`src/rtl/top_result_pkg.sv`:
```
`default_nettype none
// ============================================================================
// Module      : top_result_pkg
// Description : Shared widths and the packed FIFO entry type for the result
//               packer (3-bit samples, four per 12-bit word, 3-bit count).
// Revision    : 1.0 - initial release
// ============================================================================
package top_result_pkg;

    localparam int SAMPLE_W = 3;
    localparam int SPW      = 4;
    localparam int WORD_W   = 12;
    localparam int CNT_W    = 3;
    localparam int ENTRY_W  = CNT_W + WORD_W;

    // One FIFO entry: sample count in the upper bits, packed word below.
    typedef struct packed {
        logic [CNT_W-1:0]  cnt;
        logic [WORD_W-1:0] data;
    } entry_t;

endpackage
`default_nettype wire

```
`src/rtl/result_fifo.sv`:
```
`default_nettype none
// ============================================================================
// Module      : result_fifo
// Description : First-word-fall-through FIFO. A push into a full FIFO is
//               still accepted when the head is popped on the same edge;
//               otherwise the push is dropped and o_drop is raised.
// Revision    : 1.0 - initial release
// ============================================================================
module result_fifo #(
    parameter int DEPTH = 4,
    parameter int WIDTH = 15
) (
    input  logic                       clk,
    input  logic                       rst_n,
    input  logic                       i_push,
    input  logic [WIDTH-1:0]           i_data,
    input  logic                       i_ready,
    output logic                       o_valid,
    output logic [WIDTH-1:0]           o_data,
    output logic [$clog2(DEPTH):0]     o_level,
    output logic                       o_drop
);

    localparam int PTR_W = $clog2(DEPTH);
    localparam int LVL_W = PTR_W + 1;

    logic [WIDTH-1:0] r_mem [DEPTH];
    logic [PTR_W-1:0] r_wr_ptr;
    logic [PTR_W-1:0] r_rd_ptr;
    logic [LVL_W-1:0] r_level;

    logic w_valid;
    logic w_pop;
    logic w_full;
    logic w_accept;

    assign w_valid  = (r_level != '0);
    assign w_pop    = w_valid && i_ready;
    assign w_full   = (r_level == LVL_W'(DEPTH));
    assign w_accept = i_push && (!w_full || w_pop);

    assign o_valid  = w_valid;
    assign o_level  = r_level;
    assign o_drop   = i_push && !w_accept;
    // Empty FIFO presents zero rather than stale storage contents.
    assign o_data   = w_valid ? r_mem[r_rd_ptr] : '0;

    // Storage write; contents are meaningless until covered by the level.
    always_ff @(posedge clk) begin
        if (w_accept) begin
            r_mem[r_wr_ptr] <= i_data;
        end
    end

    // Pointer and occupancy tracking; pointers wrap naturally at DEPTH.
    always_ff @(posedge clk or negedge rst_n) begin
        if (!rst_n) begin
            r_wr_ptr <= '0;
            r_rd_ptr <= '0;
            r_level  <= '0;
        end else begin
            if (w_accept) begin
                r_wr_ptr <= r_wr_ptr + 1'b1;
            end
            if (w_pop) begin
                r_rd_ptr <= r_rd_ptr + 1'b1;
            end
            case ({w_accept, w_pop})
                2'b10:   r_level <= r_level + 1'b1;
                2'b01:   r_level <= r_level - 1'b1;
                default: r_level <= r_level;
            endcase
        end
    end

endmodule
`default_nettype wire

```
`src/rtl/top_result_packer.sv`:
```
`default_nettype none
// ============================================================================
// Module      : top_result_packer
// Description : Packs 3-bit {bus_out, out0} samples four to a 12-bit word,
//               supports flushing partial words, and queues words with their
//               sample count in a FWFT FIFO with sticky overflow reporting.
// Revision    : 1.0 - initial release
// ============================================================================
module top_result_packer
    import top_result_pkg::*;
#(
    parameter int DEPTH = 4,
    parameter int SPW   = 4
) (
    input  logic                       clk,
    input  logic                       rst_n,
    input  logic                       sample_en,
    input  logic                       out0,
    input  logic [1:0]                 bus_out,
    input  logic                       flush,
    output logic                       m_valid,
    input  logic                       m_ready,
    output logic [11:0]                m_data,
    output logic [2:0]                 m_cnt,
    output logic [$clog2(DEPTH):0]     level,
    output logic                       overflow,
    input  logic                       clr_ovf
);

    localparam int IDX_W = $clog2(SPW);

    logic [IDX_W-1:0]    r_idx;
    logic [WORD_W-1:0]   r_asm;
    logic                r_overflow;

    logic [SAMPLE_W-1:0] w_sample;
    logic [WORD_W-1:0]   w_asm_next;
    logic [CNT_W-1:0]    w_cnt_next;
    logic                w_slot_full;
    logic                w_push;
    entry_t              w_push_entry;
    entry_t              w_head;
    logic                w_drop;

    assign w_sample    = {bus_out, out0};
    assign w_cnt_next  = CNT_W'(r_idx) + CNT_W'(sample_en);
    assign w_slot_full = sample_en && (r_idx == IDX_W'(SPW - 1));
    // A flush only produces a word when at least one sample is held.
    assign w_push      = w_slot_full || (flush && (w_cnt_next != '0));

    // Assembly word including this cycle's sample (if any) in slot r_idx.
    always_comb begin
        w_asm_next = r_asm;
        for (int k = 0; k < SPW; k++) begin
            if (sample_en && (r_idx == IDX_W'(k))) begin
                w_asm_next[k*SAMPLE_W +: SAMPLE_W] = w_sample;
            end
        end
    end

    assign w_push_entry.cnt  = w_cnt_next;
    assign w_push_entry.data = w_asm_next;

    // Packer state: clears whenever a word is pushed, dropped or not.
    always_ff @(posedge clk or negedge rst_n) begin
        if (!rst_n) begin
            r_idx <= '0;
            r_asm <= '0;
        end else if (w_push) begin
            r_idx <= '0;
            r_asm <= '0;
        end else if (sample_en) begin
            r_idx <= r_idx + 1'b1;
            r_asm <= w_asm_next;
        end
    end

    result_fifo #(
        .DEPTH (DEPTH),
        .WIDTH (ENTRY_W)
    ) u_fifo (
        .clk     (clk),
        .rst_n   (rst_n),
        .i_push  (w_push),
        .i_data  (w_push_entry),
        .i_ready (m_ready),
        .o_valid (m_valid),
        .o_data  (w_head),
        .o_level (level),
        .o_drop  (w_drop)
    );

    assign m_data = w_head.data;
    assign m_cnt  = w_head.cnt;

    // Sticky overflow; a drop on the same edge beats the clear request.
    always_ff @(posedge clk or negedge rst_n) begin
        if (!rst_n) begin
            r_overflow <= 1'b0;
        end else if (w_drop) begin
            r_overflow <= 1'b1;
        end else if (clr_ovf) begin
            r_overflow <= 1'b0;
        end
    end

    assign overflow = r_overflow;

endmodule
`default_nettype wire

```
`config.mk`:
```
export PLATFORM = sky130hd
export DESIGN_NAME = top_result_packer
export DESIGN_NICKNAME = d
export VERILOG_FILES = /design/src/rtl/top_result_pkg.sv /design/src/rtl/result_fifo.sv /design/src/rtl/top_result_packer.sv
export SDC_FILE = /design/constraint.sdc
export NUM_CORES = 1
export LEC_CHECK = 0
export BUFFER_PORTS_ARGS = -buffer_cell sky130_fd_sc_hd__buf_4
export CORE_MARGIN = 3
export CORE_UTILIZATION = 50
export CTS_CLUSTER_DIAMETER = 100
export CTS_CLUSTER_SIZE = 16
export DETAILED_ROUTE_END_ITERATION = 7
export PLACE_DENSITY = 0.69
export SETUP_SLACK_MARGIN = 0.3
export SYNTH_ARGS = -nofsm -noshare
export SYNTH_HDL_FRONTEND = slang
export SYNTH_SLANG_ARGS = --single-unit
```
`constraint.sdc`:
```
create_clock -name clk -period 3.4 [get_ports clk]
set_clock_uncertainty 0.1 [all_clocks]
set_input_delay 0.51 -clock clk [delete_from_list [all_inputs] [get_ports clk]]
set_output_delay 0.51 -clock clk [all_outputs]
set_load 0.02 [all_outputs]
```
After elaboration in Yosys (flattened, before gate mapping)
Memory sizes are Yosys's and may differ from the RTL's. Index checks and enable logic that the tools add are counted.

Multiplexer cells: 14. $add $sub $neg: 6. Reductions and logical operators: 18. Equality and inequality tests: 6.

Operators with widths (count): $mux W12 (2); $mux W15 (1); $mux W3 (4); $logic_and A1 B1 Y1 (8); $add A2 B1 Y2 const B (3); $eq A2 B2 Y1 const B (3); $pmux W3 S2 (1); $reduce_bool A2 Y1 (3); $reduce_bool A3 Y1 (2); $eq A2 B1 Y1 const B (2); $mux W1 (4); $mux W2 (2); $add A2 B1 Y3 (1); $add A3 B1 Y3 const B (1); $eq A3 B3 Y1 const B (1); $sub A3 B1 Y3 const B (1); $logic_not A1 Y1 (2); $logic_not A2 Y1 (1); $logic_or A1 B1 Y1 (2).

Bits in registers: 22. Memories kept: 1. Memory bits (writable): 60.

Memory list: u_fifo.r_mem (depth 4, bits a word 15, rd ports 1, clocked after memory_dff 0, wr ports 1, RTL line result_fifo.sv:27) `logic [WIDTH-1:0] r_mem [DEPTH];`.

Logic depth before layout (Yosys ltp)
Gate-level depths: netlist of the first run.

Depth in word-level cells: 8. Gate-level depth with buffers: 11. Mapped depth without buffers: 11.

Cells and area by module
A second synthesis of the first run with hierarchy kept.

Cell total of the unflattened synthesis: 228. Area total of the unflattened synthesis: 3629.7 um^2.

By module, submodules not included: result_fifo (seq. area each 1976.9 um^2, area an instance 2787.7 um^2, cells each 147, times used 1); top_result_packer (seq. area each 375.4 um^2, area an instance 842.1 um^2, cells each 81, times used 1).

Worst setup path before layout of the first run
Ideal clock, no wire load.

Kind: input to register. From: input port sample_en. To: register u_fifo.r_level[2], in the netlist u_fifo.o_level[2]. Setup time: 0.080 ns. Cell stages on the path: 11. Slack: 0.697 ns. Required time: 3.220 ns. Buffers on the path: 0. Data arrival time: 2.524 ns. Path through: ha_1 ha_1 o31ai_4 a21boi_4 inv_1 ha_1 inv_1 fa_1 xor2_1 nor2_1 xor2_1.

Word-level cells in the longest chain between the ends: 7. Elaborated cells on any way between the ends: 10. Those cells by class: add/sub: 1; eq/ne: 2; mux: 1; reduce/logical: 6.

RTL lines: start: declaration (RTL line top_result_packer.sv:17) `input logic sample_en,`; $add A2 B1 Y3 * (RTL line top_result_packer.sv:46) `assign w_cnt_next = CNT_W'(r_idx) + CNT_W'(sample_en);`; via u_fifo.i_data[13] (RTL line result_fifo.sv:16) `input logic [WIDTH-1:0] i_data,`; $reduce_bool A3 Y1 * (RTL line top_result_packer.sv:49) `assign w_push = w_slot_full || (flush && (w_cnt_next != '0));`; $logic_and A1 B1 Y1 * (RTL line top_result_packer.sv:49); $logic_or A1 B1 Y1 * (RTL line top_result_packer.sv:49); $logic_and A1 B1 Y1 * (RTL line result_fifo.sv:40) `assign w_accept = i_push && (!w_full || w_pop);`; $eq A2 B1 Y1 or $eq A2 B2 Y1 (tied branches) (RTL line result_fifo.sv:68) `case ({w_accept, w_pop})`; $pmux W3 S2 or $reduce_bool A2 Y1 (tied branches); end signal: assignment (RTL line result_fifo.sv:69) `2'b10: r_level <= r_level + 1'b1;`; end signal: assignment (RTL line result_fifo.sv:70) `2'b01: r_level <= r_level - 1'b1;`; end signal: assignment (RTL line result_fifo.sv:71) `default: r_level <= r_level;`; end: declaration (RTL line result_fifo.sv:30) `logic [LVL_W-1:0] r_level;`.

Mark *: on every way through the listed nets, which the timed path passes. The rest lies on a longest branch. A chain may end at the register's enable or synchronous reset.

Worst setup path in the final report of the first run
From: register r_idx[0]. To: register u_fifo.r_level[2], in the netlist u_fifo.o_level[2].

Word-level cells in the longest chain between the ends: 7. Elaborated cells on any way between the ends: 11. Those cells by class: add/sub: 1; eq/ne: 3; mux: 1; reduce/logical: 6.

RTL lines: start: declaration (RTL line top_result_packer.sv:32) `logic [IDX_W-1:0] r_idx;`; start signal: assignment (RTL line top_result_packer.sv:73) `r_idx <= r_idx + 1'b1;`; $add A2 B1 Y3 * (RTL line top_result_packer.sv:46); via u_fifo.i_data[13] (RTL line result_fifo.sv:16); $reduce_bool A3 Y1 * (RTL line top_result_packer.sv:49); $logic_and A1 B1 Y1 * (RTL line top_result_packer.sv:49); $logic_or A1 B1 Y1 * (RTL line top_result_packer.sv:49); $logic_and A1 B1 Y1 * (RTL line result_fifo.sv:40); $eq A2 B1 Y1 or $eq A2 B2 Y1 (tied branches) (RTL line result_fifo.sv:68); $pmux W3 S2 or $reduce_bool A2 Y1 (tied branches).

Marks and branches as above.

==> results of run 1 <==
## worst register-to-register path, delay by kind of cell, from the launching register on
kind / cells / cell delay [ns]
AO/OA/AOI/OAI: 2 / 0.56
XOR/XNOR: 2 / 0.31
adder cells (fa/ha/maj): 4 / 1.14
buffers and inverters: 2 / 0.13
flip-flops: 1 / 0.44
AND/OR/NAND/NOR: 1 / 0.12
## report_power, final
| group | switching [mW] | leakage (nW) | internal (mW) | total [mW] |
|---|---|---|---|---|
| Combinational | 0.779 | 0.633 | 0.730 | 1.51 |
| Clock | 0.330 | 0.0868 | 0.342 | 0.672 |
| Sequential | 0.170 | 0.845 | 1.43 | 1.60 |
| Total | 1.28 | 1.56 | 2.50 | 3.78 |
## metal layers
metal,vias up,routed length [um],GRT usage [%]
met3,14,206,3.963
met1,878,2538,21.32
met4,0,129,6.225
li1,787,-,-
met5,-,0,0
met2,38,3085,28.94
## repair_timing
action / 4_1_cts / 5_1_grt
hold buffers: 1 / 0
endpoints found under the setup margin: 0 / 0
gates resized for setup: 0 / 0
endpoints found under the hold margin: 22 / 0
## layout make-up
class                   count  area (um2)  area share (%)
flip-flops and latches     82        2352           59.51
multi-input cells          97        1041           26.34
repair buffers             30       240.2           6.078
clock buffers              12       135.1           3.419
well taps                  77       96.34           2.437
clock inverters             4       53.80           1.361
inverters                   9       33.78          0.8547
## sequential cells by signal, summed over array words and instances, names as in the netlist
signal,flops
r_asm,12
overflow,1
u_fifo.r_mem,60
u_fifo.r_rd_ptr,2
r_idx,2
u_fifo.o_level,3
u_fifo.r_wr_ptr,2
## path summary, 6_finish.rpt
kind | start | endpoint | slack (ns) | cells after the start
setup / recovery | r_idx[0] | u_fifo.o_level[2] | 0.50 | 11
hold / removal | clr_ovf | overflow | 0.34 | 3
setup reg to reg | r_idx[0] | u_fifo.o_level[2] | 0.50 | 11
hold reg to reg | overflow | overflow | 0.40 | 1
max in group asynchronous | rst_n | r_asm[4] | 2.49 | 2
min in group asynchronous | rst_n | overflow | 0.48 | 2
## cell families after synthesis
family,count (synthesis),synth area share (%)
fa+ha+maj,12,4.537
buf+inv,17,2.340
compound gates,5,1.656
mux,29,14.33
flops,82,67.70
xor+xnor,7,1.765
simple gates,44,7.670
## stage by stage
step	hold WS (ns)	setup WS [ns]	area, um2	instances	power, mW
after detailed placement	0.3168	0.2604	3754	294	3.169
after CTS	0.3397	0.4844	3953	311	3.824
after global routing	0.3466	0.3057	3953	311	4.013
after floorplan	0.1144	0.6966	3475	196	2.623
after global placement	0.3042	0.4348	3754	294	3.075
final	0.3445	0.5028	3953	311	3.778
## layout by cell type (no fill, tap or decap)
| master | instances |
|---|---|
| sky130_fd_sc_hd__or4b_4 | 1 |
| sky130_fd_sc_hd__mux2_2 | 12 |
| sky130_fd_sc_hd__a21o_1 | 1 |
| sky130_fd_sc_hd__dfrtp_1 | 22 |
| sky130_fd_sc_hd__o31ai_4 | 1 |
| sky130_fd_sc_hd__inv_1 | 9 |
| sky130_fd_sc_hd__nor2_1 | 3 |
| sky130_fd_sc_hd__bufinv_16 | 1 |
| sky130_fd_sc_hd__buf_12 | 1 |
| sky130_fd_sc_hd__clkbuf_8 | 9 |
| sky130_fd_sc_hd__a21boi_4 | 1 |
| sky130_fd_sc_hd__nand2_2 | 1 |
| sky130_fd_sc_hd__nand2_1 | 5 |
| sky130_fd_sc_hd__edfxtp_1 | 60 |
| sky130_fd_sc_hd__and2_2 | 4 |
| sky130_fd_sc_hd__buf_4 | 28 |
| sky130_fd_sc_hd__a21oi_1 | 1 |
| sky130_fd_sc_hd__mux2_4 | 1 |
| sky130_fd_sc_hd__and3_1 | 3 |
| sky130_fd_sc_hd__mux4_2 | 15 |
| sky130_fd_sc_hd__clkbuf_1 | 3 |
| sky130_fd_sc_hd__nor2b_1 | 9 |
| sky130_fd_sc_hd__fa_1 | 1 |
| sky130_fd_sc_hd__or3_1 | 1 |
| sky130_fd_sc_hd__dlygate4sd3_1 | 1 |
| sky130_fd_sc_hd__ha_1 | 11 |
| sky130_fd_sc_hd__clkinvlp_4 | 2 |
| sky130_fd_sc_hd__xnor2_1 | 4 |
| sky130_fd_sc_hd__xor2_1 | 3 |
| sky130_fd_sc_hd__and2_1 | 16 |
| sky130_fd_sc_hd__clkinv_4 | 1 |
| sky130_fd_sc_hd__mux2i_1 | 1 |
| sky130_fd_sc_hd__o21ai_0 | 1 |
| sky130_fd_sc_hd__nand3_1 | 1 |
==> impl_summary.txt, run 1 <==
----------------------------------------------------
[Finish]
  Filler instances ... 495
  Antenna diode instance count ... 0
  Fraction of final layout cells with drive strength greater than 1 ... 33.33%
  Fraction of the core area covered by cells at the end of the flow ... 60.52%
  Layout net count ... 250
  Signed area change from the synthesized netlist to the final layout ... 13.76%

[Clock network]
  Number of CTS-inserted buffers ... 9
  H-tree level count ... 3
  Setup Buffers After CTS ... 0
  CTS Root Cell ... sky130_fd_sc_hd__clkbuf_8
  Max Buffers Root-to-Sink ... 2
  TritonCTS clock tree ... built
  Insertion delay of the later-clocked pin in the worst-skew pair ... around 0.34 ns
  Clock input transition at the sequential cells of the worst setup and hold paths ... 0.08 ns
  Clock sink count ... slightly above 80

[Synth]
  Number of enable-type register cells in the synthesized netlist ... 60
  Number of standard cells after synthesis ... a little under 200
  Dominant cells by area after synthesis ... sky130_fd_sc_hd__edfxtp_1 52%, sky130_fd_sc_hd__dfrtp_1 16%, sky130_fd_sc_hd__mux4_2 9.7%
  Part of the Yosys area used for sequential elements ... approximately 68%
  Share of the synthesized area in the top cell type ... 51.85%
  Post-Synthesis Cell Area ... between 3000 and 4000 um2
  Flop and latch count out of synthesis ... 82
  Number of library cell types mapped by synthesis ... 29
  Mean Syn Cell Area ... 17.73 um2
  Fraction of registers with async set/reset ... 26.83%
  Cell accounting for the most synthesized area ... sky130_fd_sc_hd__edfxtp_1
  Flip-flop cell with the highest count after synthesis ... sky130_fd_sc_hd__edfxtp_1
  Top cells by count, synth ... 60 x sky130_fd_sc_hd__edfxtp_1, 22 x sky130_fd_sc_hd__dfrtp_1, 16 x sky130_fd_sc_hd__and2_1
  Warnings from Yosys ... 0
  Most frequently used cell type in the post-synthesis netlist ... sky130_fd_sc_hd__edfxtp_1
  Net count after synthesis ... 217

[Die]
  Total die area ... 7985 um2
  Die X-Extent ... approximately 89 um
  Initial core utilization ... 53.20%
  Count of standard-cell rows ... 29
  I/O pin total ... 29
  Die Y-Extent ... around 89 um
  Placeable core region ... 6531 um2

[Placement]
  Routability-driven placement congestion ratio ... 0.7406
  Post-detailed-placement half-perimeter wirelength ... 4180 um
  Quantity of I/O buffers inserted on ports ... 28

[Drt]
  Routed vias/inst ... about 5.5
  Number of nets with antenna violations after detailed routing ... 0
  Post-Route WL ... 5958 um
  Wire length per cell after detailed routing ... 19.16 um
  Detailed-router iteration count before antenna repair ... 4
  Remaining routing DRC violations ... 0
  Via count ... 1717
  Iteration-0 DRC Markers ... between 80 and 90

[Global route]
  Wire length of the first global-routing pass ... 9591 um
  Via count of the first global-routing pass ... 1818
  Largest net degree at the start of global routing ... 23
  Global route overflow ... 0
  Global-route total usage across every layer ... 17.00%
  Antenna violations before repair ... 0

[Flow run]
  Maximum capacitance violations ... 0

[Setup path]
  Top cell family by delay on the critical path ... adder cells
  CP Launch Type ... register
  Critical Path, Cell by Cell ... ha_1, ha_1, o31ai_4, a21boi_4, inv_1, ha_1, inv_1, fa_1, xor2_1, nor2_1, xor2_1
  Cell mode on critical path ... sky130_fd_sc_hd__ha_1
  Crit path DAT ... 3.06 ns
  Number of buffers and inverters on the critical path ... 2
  Highest net fanout along the worst path ... 7
  Crit path max-delay cell type ... sky130_fd_sc_hd__dfrtp_1
  Endpoint type of the worst setup path ... register
  Worst setup path class ... register to register
  Stage delay of the slowest cell on the critical path ... 0.44 ns
  Required time reported for the critical path endpoint ... roughly 3.6 ns

[STA]
  Fmax ... 345.2 MHz
  Final Hold Fails ... 0
  Final-layout setup total negative slack ... 0 ns
  Setup repair after global routing missed its margin ... no
  Pins over their slew limit ... 0
  Headroom to the max-slew limit ... 47.87%
  Worst Tran Pin Value ... 0.7820 ns
  Total setup violations reported at the end of the flow ... 0
  Final critical-path share of the clock period ... 85.21%
  Fin crit period ... between 2 and 3 ns

[Power]
  Leakage power figure ... 1.564 nW
  Worst VDD drop ... 0.0004535 V
  Pwr/cell area ... 955.9 nW/um2

[Min path]
  Class of the most critical hold timing path ... input pin to register

[Status]
  Status ... finished, final reports clean

----------------------------------------------------
No activity file was read; power rests on OpenSTA's default activity.
==> inputs of run 2 (changes only) <==
--- a/config.mk
+++ b/config.mk
@@ -6,12 +6,14 @@
 export NUM_CORES = 1
 export LEC_CHECK = 0
 export BUFFER_PORTS_ARGS = -buffer_cell sky130_fd_sc_hd__buf_4
+export CELL_PAD_IN_SITES_DETAIL_PLACEMENT = 0
+export CELL_PAD_IN_SITES_GLOBAL_PLACEMENT = 1
 export CORE_MARGIN = 3
-export CORE_UTILIZATION = 50
+export CORE_UTILIZATION = 54
 export CTS_CLUSTER_DIAMETER = 100
 export CTS_CLUSTER_SIZE = 16
 export DETAILED_ROUTE_END_ITERATION = 7
-export PLACE_DENSITY = 0.69
+export PLACE_DENSITY_LB_ADDON = 0.1
 export SETUP_SLACK_MARGIN = 0.3
 export SYNTH_ARGS = -nofsm -noshare
 export SYNTH_HDL_FRONTEND = slang
==> constraint.sdc (replaced) <==
create_clock -name clk -period 3.6 [get_ports clk]
set_clock_uncertainty 0.1 [all_clocks]
set_input_delay 0.54 -clock clk [delete_from_list [all_inputs] [get_ports clk]]
set_output_delay 0.54 -clock clk [all_outputs]
set_load 0.02 [all_outputs]
==> run 2 against run 1 <==
  * Core utilization increased by 5.0 points
  * Largest power group unchanged
  * Critical path depth stayed put
  * Clock-buffer cell count decreased by 3
  * Final cell count down 0.32%
  * Critical endpoint unchanged
  * Via count is 1.6% lower
  * Clock power is 4.5% higher
  * Sequential cell count unchanged
  * Combinational power fell by 6%
  * Die area decreased by 6.9%
  * Sequential share of layout area shrank 0.32 points
  * Register-to-register slack better by 0.23 ns
  * Global-route usage is 1.0 points higher
==> impl_summary.txt, run 2 (synthesized netlist as in run 1, its figures left out) <==
----------------------------------------------------
[Power]
  Worst VDD drop ... 0.0005551 V
  Final total power ... about 3.6 mW
  Pwr/cell area ... between 900 and 1000 nW/um2
  Leakage power figure ... ~1.6 nW

[Placement]
  Total cell area at the placement stage ... 3746 um2
  Post-detailed-placement half-perimeter wirelength ... 3872 um
  Placement-stage worst setup slack ... ~0.5 ns
  Quantity of I/O buffers inserted on ports ... 28
  Routability-driven placement congestion ratio ... around 0.8

[Drt]
  Number of nets with antenna violations after detailed routing ... 0
  Remaining routing DRC violations ... 0
  Detailed-router iteration count before antenna repair ... 4
  Iteration-0 DRC Markers ... 87
  Wire length per cell after detailed routing ... 18.63 um
  Post-Route WL ... 5776 um
  Routed vias/inst ... between 5 and 6
  Via count ... 1690

[Setup path]
  Required time reported for the critical path endpoint ... 3.77 ns
  CP Launch Type ... register
  Worst setup path class ... register to register
  Worst setup slack for register-to-register paths ... 0.73 ns
  Highest net fanout along the worst path ... 7
  Crit path DAT ... 3.04 ns
  Endpoint type of the worst setup path ... register

[Clock network]
  Insertion delay of the later-clocked pin in the worst-skew pair ... 0.34 ns
  Clock input transition at the sequential cells of the worst setup and hold paths ... 0.08 ns
  Number of resized instances in the post-cts repair step ... 0
  H-tree level count ... 3
  Clock sink count ... 82
  Number of CTS-inserted buffers ... 9
  TritonCTS clock tree ... built
  Max Buffers Root-to-Sink ... 2
  CTS Root Cell ... sky130_fd_sc_hd__clkbuf_8

[STA]
  Pins over their slew limit ... 0
  Final Hold Fails ... 0
  Fmax ... 348.3 MHz
  Total setup violations reported at the end of the flow ... 0
  Headroom to the max-slew limit ... 48.65%
  Worst-case setup margin in the final layout ... 0.7292 ns
  Setup repair after global routing missed its margin ... no
  Worst Tran Pin Value ... 0.7702 ns
  Final critical-path share of the clock period ... 79.74%
  Fin crit period ... 2.871 ns
  Final-layout setup total negative slack ... 0 ns

[Status]
  Status ... finished, final reports clean

[Finish]
  Fraction of final layout cells with drive strength greater than 1 ... 34.47%
  Most common library cell in the layout ignoring fill and taps ... sky130_fd_sc_hd__edfxtp_1
  Max reg flops ... 60
  Antenna diode instance count ... 0
  Most used cells in the layout excluding fill and tap cells ... 60 x sky130_fd_sc_hd__edfxtp_1, 30 x sky130_fd_sc_hd__buf_4, 22 x sky130_fd_sc_hd__dfrtp_1, 16 x sky130_fd_sc_hd__and2_1, 15 x sky130_fd_sc_hd__mux4_2
  Filler instances ... about 420
  Design area ... 3974 um2
  Largest reg by FF count ... u_fifo.r_mem
  Signed area change from the synthesized netlist to the final layout ... 14.37%
  Layout net count ... 251

[Die]
  Count of standard-cell rows ... 28
  Initial core utilization ... between 50% and 60%
  Die X-Extent ... 86.22 um
  Die Y-Extent ... around 86 um
  Total die area ... 7433 um2
  I/O pin total ... 29
  Placeable core region ... 6061 um2

[Global route]
  Antenna violations before repair ... 0
  Global route overflow ... 0
  Largest net degree at the start of global routing ... 23
  Global-route total usage across every layer ... approximately 18%
  Via count of the first global-routing pass ... around 1800
  Wire length of the first global-routing pass ... 9515 um

[Min path]
  Class of the most critical hold timing path ... input pin to register

[Flow run]
  Maximum capacitance violations ... 0

----------------------------------------------------
run 2: final cells by class:
class | instances | area [um2] | share of cell area [%]
Sequential cell | 82 | 2352 | 59.19
Multi-Input combinational cell | 97 | 1041 | 26.20
Timing Repair Buffer | 31 | 235.2 | 5.919
Clock buffer | 9 | 123.9 | 3.117
Clock inverter | 7 | 93.84 | 2.361
Tap cell | 75 | 93.84 | 2.361
Inverter | 9 | 33.78 | 0.8501
run 2: path summary, 6_finish.rpt:
| path | startpoint | endpoint | cells after the start |
|---|---|---|---|
| worst max-delay path | r_idx[0] | u_fifo.o_level[2] | 11 |
| worst min-delay path | clr_ovf | overflow | 3 |
| worst max register to register | r_idx[0] | u_fifo.o_level[2] | 11 |
| worst min register to register | overflow | overflow | 1 |
| max in group asynchronous | rst_n | r_asm[4] | 2 |
| min in group asynchronous | rst_n | u_fifo.r_wr_ptr[0] | 2 |
run 2: worst max-delay path, stage by stage (launching register included):
cell and delay, ns:
sky130_fd_sc_hd__dfrtp_1 0.44, sky130_fd_sc_hd__ha_1 0.21, sky130_fd_sc_hd__ha_1 0.37, sky130_fd_sc_hd__o31ai_4 0.41, sky130_fd_sc_hd__a21boi_4 0.14, sky130_fd_sc_hd__inv_1 0.08, sky130_fd_sc_hd__ha_1 0.18, sky130_fd_sc_hd__inv_1 0.06
sky130_fd_sc_hd__fa_1 0.37, sky130_fd_sc_hd__xor2_1 0.15, sky130_fd_sc_hd__nor2_1 0.12, sky130_fd_sc_hd__xor2_1 0.16
run 2: report_power, final:
group / internal [mW] / switching (mW)
Clock: 0.389 / 0.313
Sequential: 1.35 / 0.151
Combinational: 0.684 / 0.737
Total: 2.42 / 1.20
run 2: metal layers:
metal | global-route usage [%] | share of wire (%) | wire, um
met3 | 3.802 | 3.5 | 200
met4 | 11.05 | 2.2 | 127
met1 | 22.74 | 44 | 2569
met2 | 28.66 | 50 | 2878
met5 | 0 | 0 | 0
run 2: per-stage QoR:
stage               hold WS (ns)  std cells  util (%)
global route              0.3689        310     65.57
floorplan                 0.1444        196         -
detailed placement        0.3388        293     61.81
global placement          0.3366        293     61.81
CTS                       0.3725        310     65.57
finish                    0.3869        310     65.57
run 2: what timing repair did:
item	4_1_cts	5_1_grt
setup buffers	0	0
setup endpoints to repair	0	0
hold buffers	1	0
endpoints found under the hold margin	22	0
==> inputs of run 3 (changes only) <==
--- a/config.mk
+++ b/config.mk
@@ -5,11 +5,12 @@
 export SDC_FILE = /design/constraint.sdc
 export NUM_CORES = 1
 export LEC_CHECK = 0
+export ABC_AREA = 1
 export BUFFER_PORTS_ARGS = -buffer_cell sky130_fd_sc_hd__buf_4
 export CELL_PAD_IN_SITES_DETAIL_PLACEMENT = 0
 export CELL_PAD_IN_SITES_GLOBAL_PLACEMENT = 1
 export CORE_MARGIN = 3
-export CORE_UTILIZATION = 54
+export CORE_UTILIZATION = 42
 export CTS_CLUSTER_DIAMETER = 100
 export CTS_CLUSTER_SIZE = 16
 export DETAILED_ROUTE_END_ITERATION = 7
==> constraint.sdc (replaced) <==
create_clock -name clk -period 2.5 [get_ports clk]
set_clock_uncertainty 0.1 [all_clocks]
set_input_delay 0.375 -clock clk [delete_from_list [all_inputs] [get_ports clk]]
set_output_delay 0.375 -clock clk [all_outputs]
set_load 0.02 [all_outputs]
==> run 3 against run 2 <==
  * Sequential cell count did not move
  * Maximum frequency increased by 31%
  * Largest power group is now combinational cells
  * Synthesized area rose by 3.2%
  * Via count is 36% higher
  * Routed wire length increased by 23%
  * Total power up 56%
  * Highest routed layer unchanged
  * First-iteration DRC count up 5.7%
  * Sequential power grew 40%
  * Cell area up 8.0%
  * Worst setup slack worse by 0.42 ns
==> impl_summary.txt, run 3 <==
----------------------------------------------------
[Status]
  Status ... finished, final reports clean

[Setup path]
  First element of the critical path ... r_idx[0]
  Highest net fanout along the worst path ... 3
  CP Launch Type ... register
  Cell count of the worst reg-to-reg path ... 14
  Required time reported for the critical path endpoint ... 2.68 ns
  Crit path DAT ... 2.38 ns
  Critical path destination ... u_fifo.o_level[2]
  Worst setup path class ... register to register
  Endpoint type of the worst setup path ... register
  Startpoint of the lowest-slack register-to-register path ... r_idx[0]
  Capturing point of the worst reg2reg path ... u_fifo.o_level[2]
  Worst setup slack for register-to-register paths ... 0.31 ns

[Clock network]
  Clock input transition at the sequential cells of the worst setup and hold paths ... 0.09 ns
  Number of CTS-inserted buffers ... 9
  Clock sink count ... a little over 80
  TritonCTS clock tree ... built
  CTS Root Cell ... sky130_fd_sc_hd__clkbuf_8
  Insertion delay of the later-clocked pin in the worst-skew pair ... 0.35 ns
  Max Buffers Root-to-Sink ... 2
  H-tree level count ... 3

[Global route]
  Global-route total usage across every layer ... 15.52%
  Antenna violations before repair ... 0
  Global route overflow ... 0
  Via count of the first global-routing pass ... 2225
  Wire length of the first global-routing pass ... 11590 um
  Largest net degree at the start of global routing ... 24

[Die]
  Total die area ... 9680 um2
  Initial core utilization ... between 40% and 50%
  Die Y-Extent ... ~98 um
  Placeable core region ... 8258 um2
  Die X-Extent ... 98.39 um
  I/O pin total ... 29
  Count of standard-cell rows ... 33

[Finish]
  Largest reg by FF count ... u_fifo.r_mem
  Layout net count ... just over 400
  Most used cells in the layout excluding fill and tap cells ... 80 x sky130_fd_sc_hd__nor2_1, 60 x sky130_fd_sc_hd__edfxtp_1, 43 x sky130_fd_sc_hd__buf_4, 38 x sky130_fd_sc_hd__inv_1, 30 x sky130_fd_sc_hd__nand2_1
  Count of placed standard cells in the final layout, fillers left out ... 494
  Signed area change from the synthesized netlist to the final layout ... 19.72%
  Max reg flops ... 60
  Fraction of the core area covered by cells at the end of the flow ... 51.97%
  Filler instances ... around 770
  Design area ... 4292 um2
  Most common library cell in the layout ignoring fill and taps ... sky130_fd_sc_hd__nor2_1
  Antenna diode instance count ... 0
  Fraction of final layout cells with drive strength greater than 1 ... 22.11%

[Synth]
  Warnings from Yosys ... 0
  Flop and latch count out of synthesis ... 82
  Fraction of registers with async set/reset ... a little over a quarter
  Number of enable-type register cells in the synthesized netlist ... 60
  Number of standard cells after synthesis ... 334
  Dominant cells by area after synthesis ... sky130_fd_sc_hd__edfxtp_1 50%, sky130_fd_sc_hd__dfrtp_1 15%, sky130_fd_sc_hd__nor2_1 8.9%
  Part of the Yosys area used for sequential elements ... 65.62%
  Mean Syn Cell Area ... 10.73 um2
  Most frequently used cell type in the post-synthesis netlist ... sky130_fd_sc_hd__nor2_1
  Top cells by count, synth ... 85 x sky130_fd_sc_hd__nor2_1, 60 x sky130_fd_sc_hd__edfxtp_1, 40 x sky130_fd_sc_hd__inv_1
  Post-Synthesis Cell Area ... 3585 um2
  Number of library cell types mapped by synthesis ... 19
  Cell accounting for the most synthesized area ... sky130_fd_sc_hd__edfxtp_1
  Net count after synthesis ... 355
  Share of the synthesized area in the top cell type ... between 50% and 60%
  Flip-flop cell with the highest count after synthesis ... sky130_fd_sc_hd__edfxtp_1

[STA]
  Worst Tran Pin Value ... 0.5153 ns
  Final Hold Fails ... 0
  Setup repair after global routing missed its margin ... yes
  Final critical-path share of the clock period ... 87.69%
  Pins over their slew limit ... 0
  Headroom to the max-slew limit ... 65.28%
  Fin crit period ... 2.192 ns
  Worst hold slack ... around 0.10 ns
  Final-layout setup total negative slack ... 0 ns
  Fmax ... about 460 MHz
  Total setup violations reported at the end of the flow ... 0

[Power]
  Pwr/cell area ... 1320 nW/um2
  Worst VDD drop ... 0.0004645 V
  Leakage power figure ... 1.813 nW

[Drt]
  Number of nets with antenna violations after detailed routing ... 0
  Via count ... 2301
  Remaining routing DRC violations ... 0
  Wire length per cell after detailed routing ... 14.38 um
  Routed vias/inst ... roughly 4.7
  Post-Route WL ... 7103 um
  Detailed-router iteration count before antenna repair ... 4
  Iteration-0 DRC Markers ... 92

[Placement]
  Total cell area at the placement stage ... 3998 um2
  Routability-driven placement congestion ratio ... 0.7057
  Post-detailed-placement half-perimeter wirelength ... about 4900 um
  Quantity of I/O buffers inserted on ports ... 28
  Placed Instances ... ~470

[Min path]
  Class of the most critical hold timing path ... input pin to register

[Flow run]
  Maximum capacitance violations ... 0

----------------------------------------------------
## run 3: cell types whose count changed in the layout (fill, tap and decap cells not counted), moves of 9 or more
cell,previous run,this run
sky130_fd_sc_hd__inv_1,9,38
sky130_fd_sc_hd__nor2_1,3,80
sky130_fd_sc_hd__and2_1,16,0
sky130_fd_sc_hd__buf_4,30,43
sky130_fd_sc_hd__o21ai_1,0,21
sky130_fd_sc_hd__nor2b_1,9,0
sky130_fd_sc_hd__mux4_2,15,0
sky130_fd_sc_hd__mux2_2,12,0
sky130_fd_sc_hd__nand2_1,5,30
sky130_fd_sc_hd__o21ai_0,1,23
sky130_fd_sc_hd__a21oi_1,1,16
## run 3: worst min path at each step
stage             from            endpoint  slack, ns  cells after the start
2_1_floorplan    rst_n            overflow      -0.02                      0
3_3_place_gp     rst_n  u_fifo.r_wr_ptr[0]       0.19                      1
3_5_place_dp     rst_n  u_fifo.r_wr_ptr[0]       0.19                      1
4_1_cts        clr_ovf            overflow       0.09                      2
5_1_grt        clr_ovf            overflow       0.11                      2
6_report       clr_ovf            overflow        0.1                      2
## run 3: area by class of cell
cell class / instances / area, um2 / area share (%)
Clock buffer: 10 / 137.6 / 3.207
Clock inverter: 6 / 48.80 / 1.137
Inverter: 42 / 161.4 / 3.761
Tap cell: 105 / 131.4 / 3.061
Timing Repair Buffer: 50 / 435.4 / 10.15
Multi-Input combinational cell: 199 / 1023 / 23.85
Sequential cell: 82 / 2354 / 54.84
## run 3: critical path, stage by stage, from the launching register on
cell,delay [ns]
sky130_fd_sc_hd__dfrtp_1,0.40
sky130_fd_sc_hd__ha_2,0.19
sky130_fd_sc_hd__ha_4,0.22
sky130_fd_sc_hd__nor2_2,0.07
sky130_fd_sc_hd__nand2_1,0.08
sky130_fd_sc_hd__nand2_2,0.10
sky130_fd_sc_hd__nand2_4,0.06
sky130_fd_sc_hd__nand2_4,0.08
sky130_fd_sc_hd__ha_4,0.12
sky130_fd_sc_hd__inv_2,0.04
sky130_fd_sc_hd__fa_2,0.33
sky130_fd_sc_hd__nor2_1,0.09
sky130_fd_sc_hd__nor2_1,0.05
sky130_fd_sc_hd__nand2_1,0.06
sky130_fd_sc_hd__xor2_1,0.13
## run 3: timing repair
action	CTS	global route
setup buffers	5	5
pin swaps	6	4
hold endpoints to repair	22	0
hold buffers	1	0
gates resized for setup	2	5
endpoints found under the setup margin	17	15
## run 3: where the power goes
group          total (mW)  internal [mW]  switching, mW
Clock               0.885          0.396          0.489
Combinational        2.68           1.04           1.63
Sequential           2.10           1.98          0.127
Total                5.66           3.42           2.25
## run 3: cell families (layout without fill, tap and decap cells)
group / Yosys count / in the layout / share of synthesized area [%]
AO/OA/AOI/OAI: 62 / 62 / 8.657
XOR/XNOR: 2 / 2 / 0.4887
adder cells (fa/ha/maj): 12 / 12 / 4.398
buffers and inverters: 53 / 108 / 7.435
flip-flops: 82 / 82 / 65.62
AND/OR/NAND/NOR: 123 / 123 / 13.40
## run 3: stage by stage
stage                     power (mW)  setup WS [ns]
after floorplan                3.846         0.2426
after global placement         4.662         0.1814
after detailed placement       4.710         0.1515
after CTS                      5.656         0.2901
after global routing           6.100         0.1535
final                          5.664         0.3077
## run 3: layer usage
metal  GRT usage (%)  routed length, um  vias to the layer above
met4           5.357                 97                        0
li1                -                  -                     1186
met3           3.500                232                        9
met2           24.44               3262                       30
met5               0                  0                        -
met1           21.32               3510                     1076
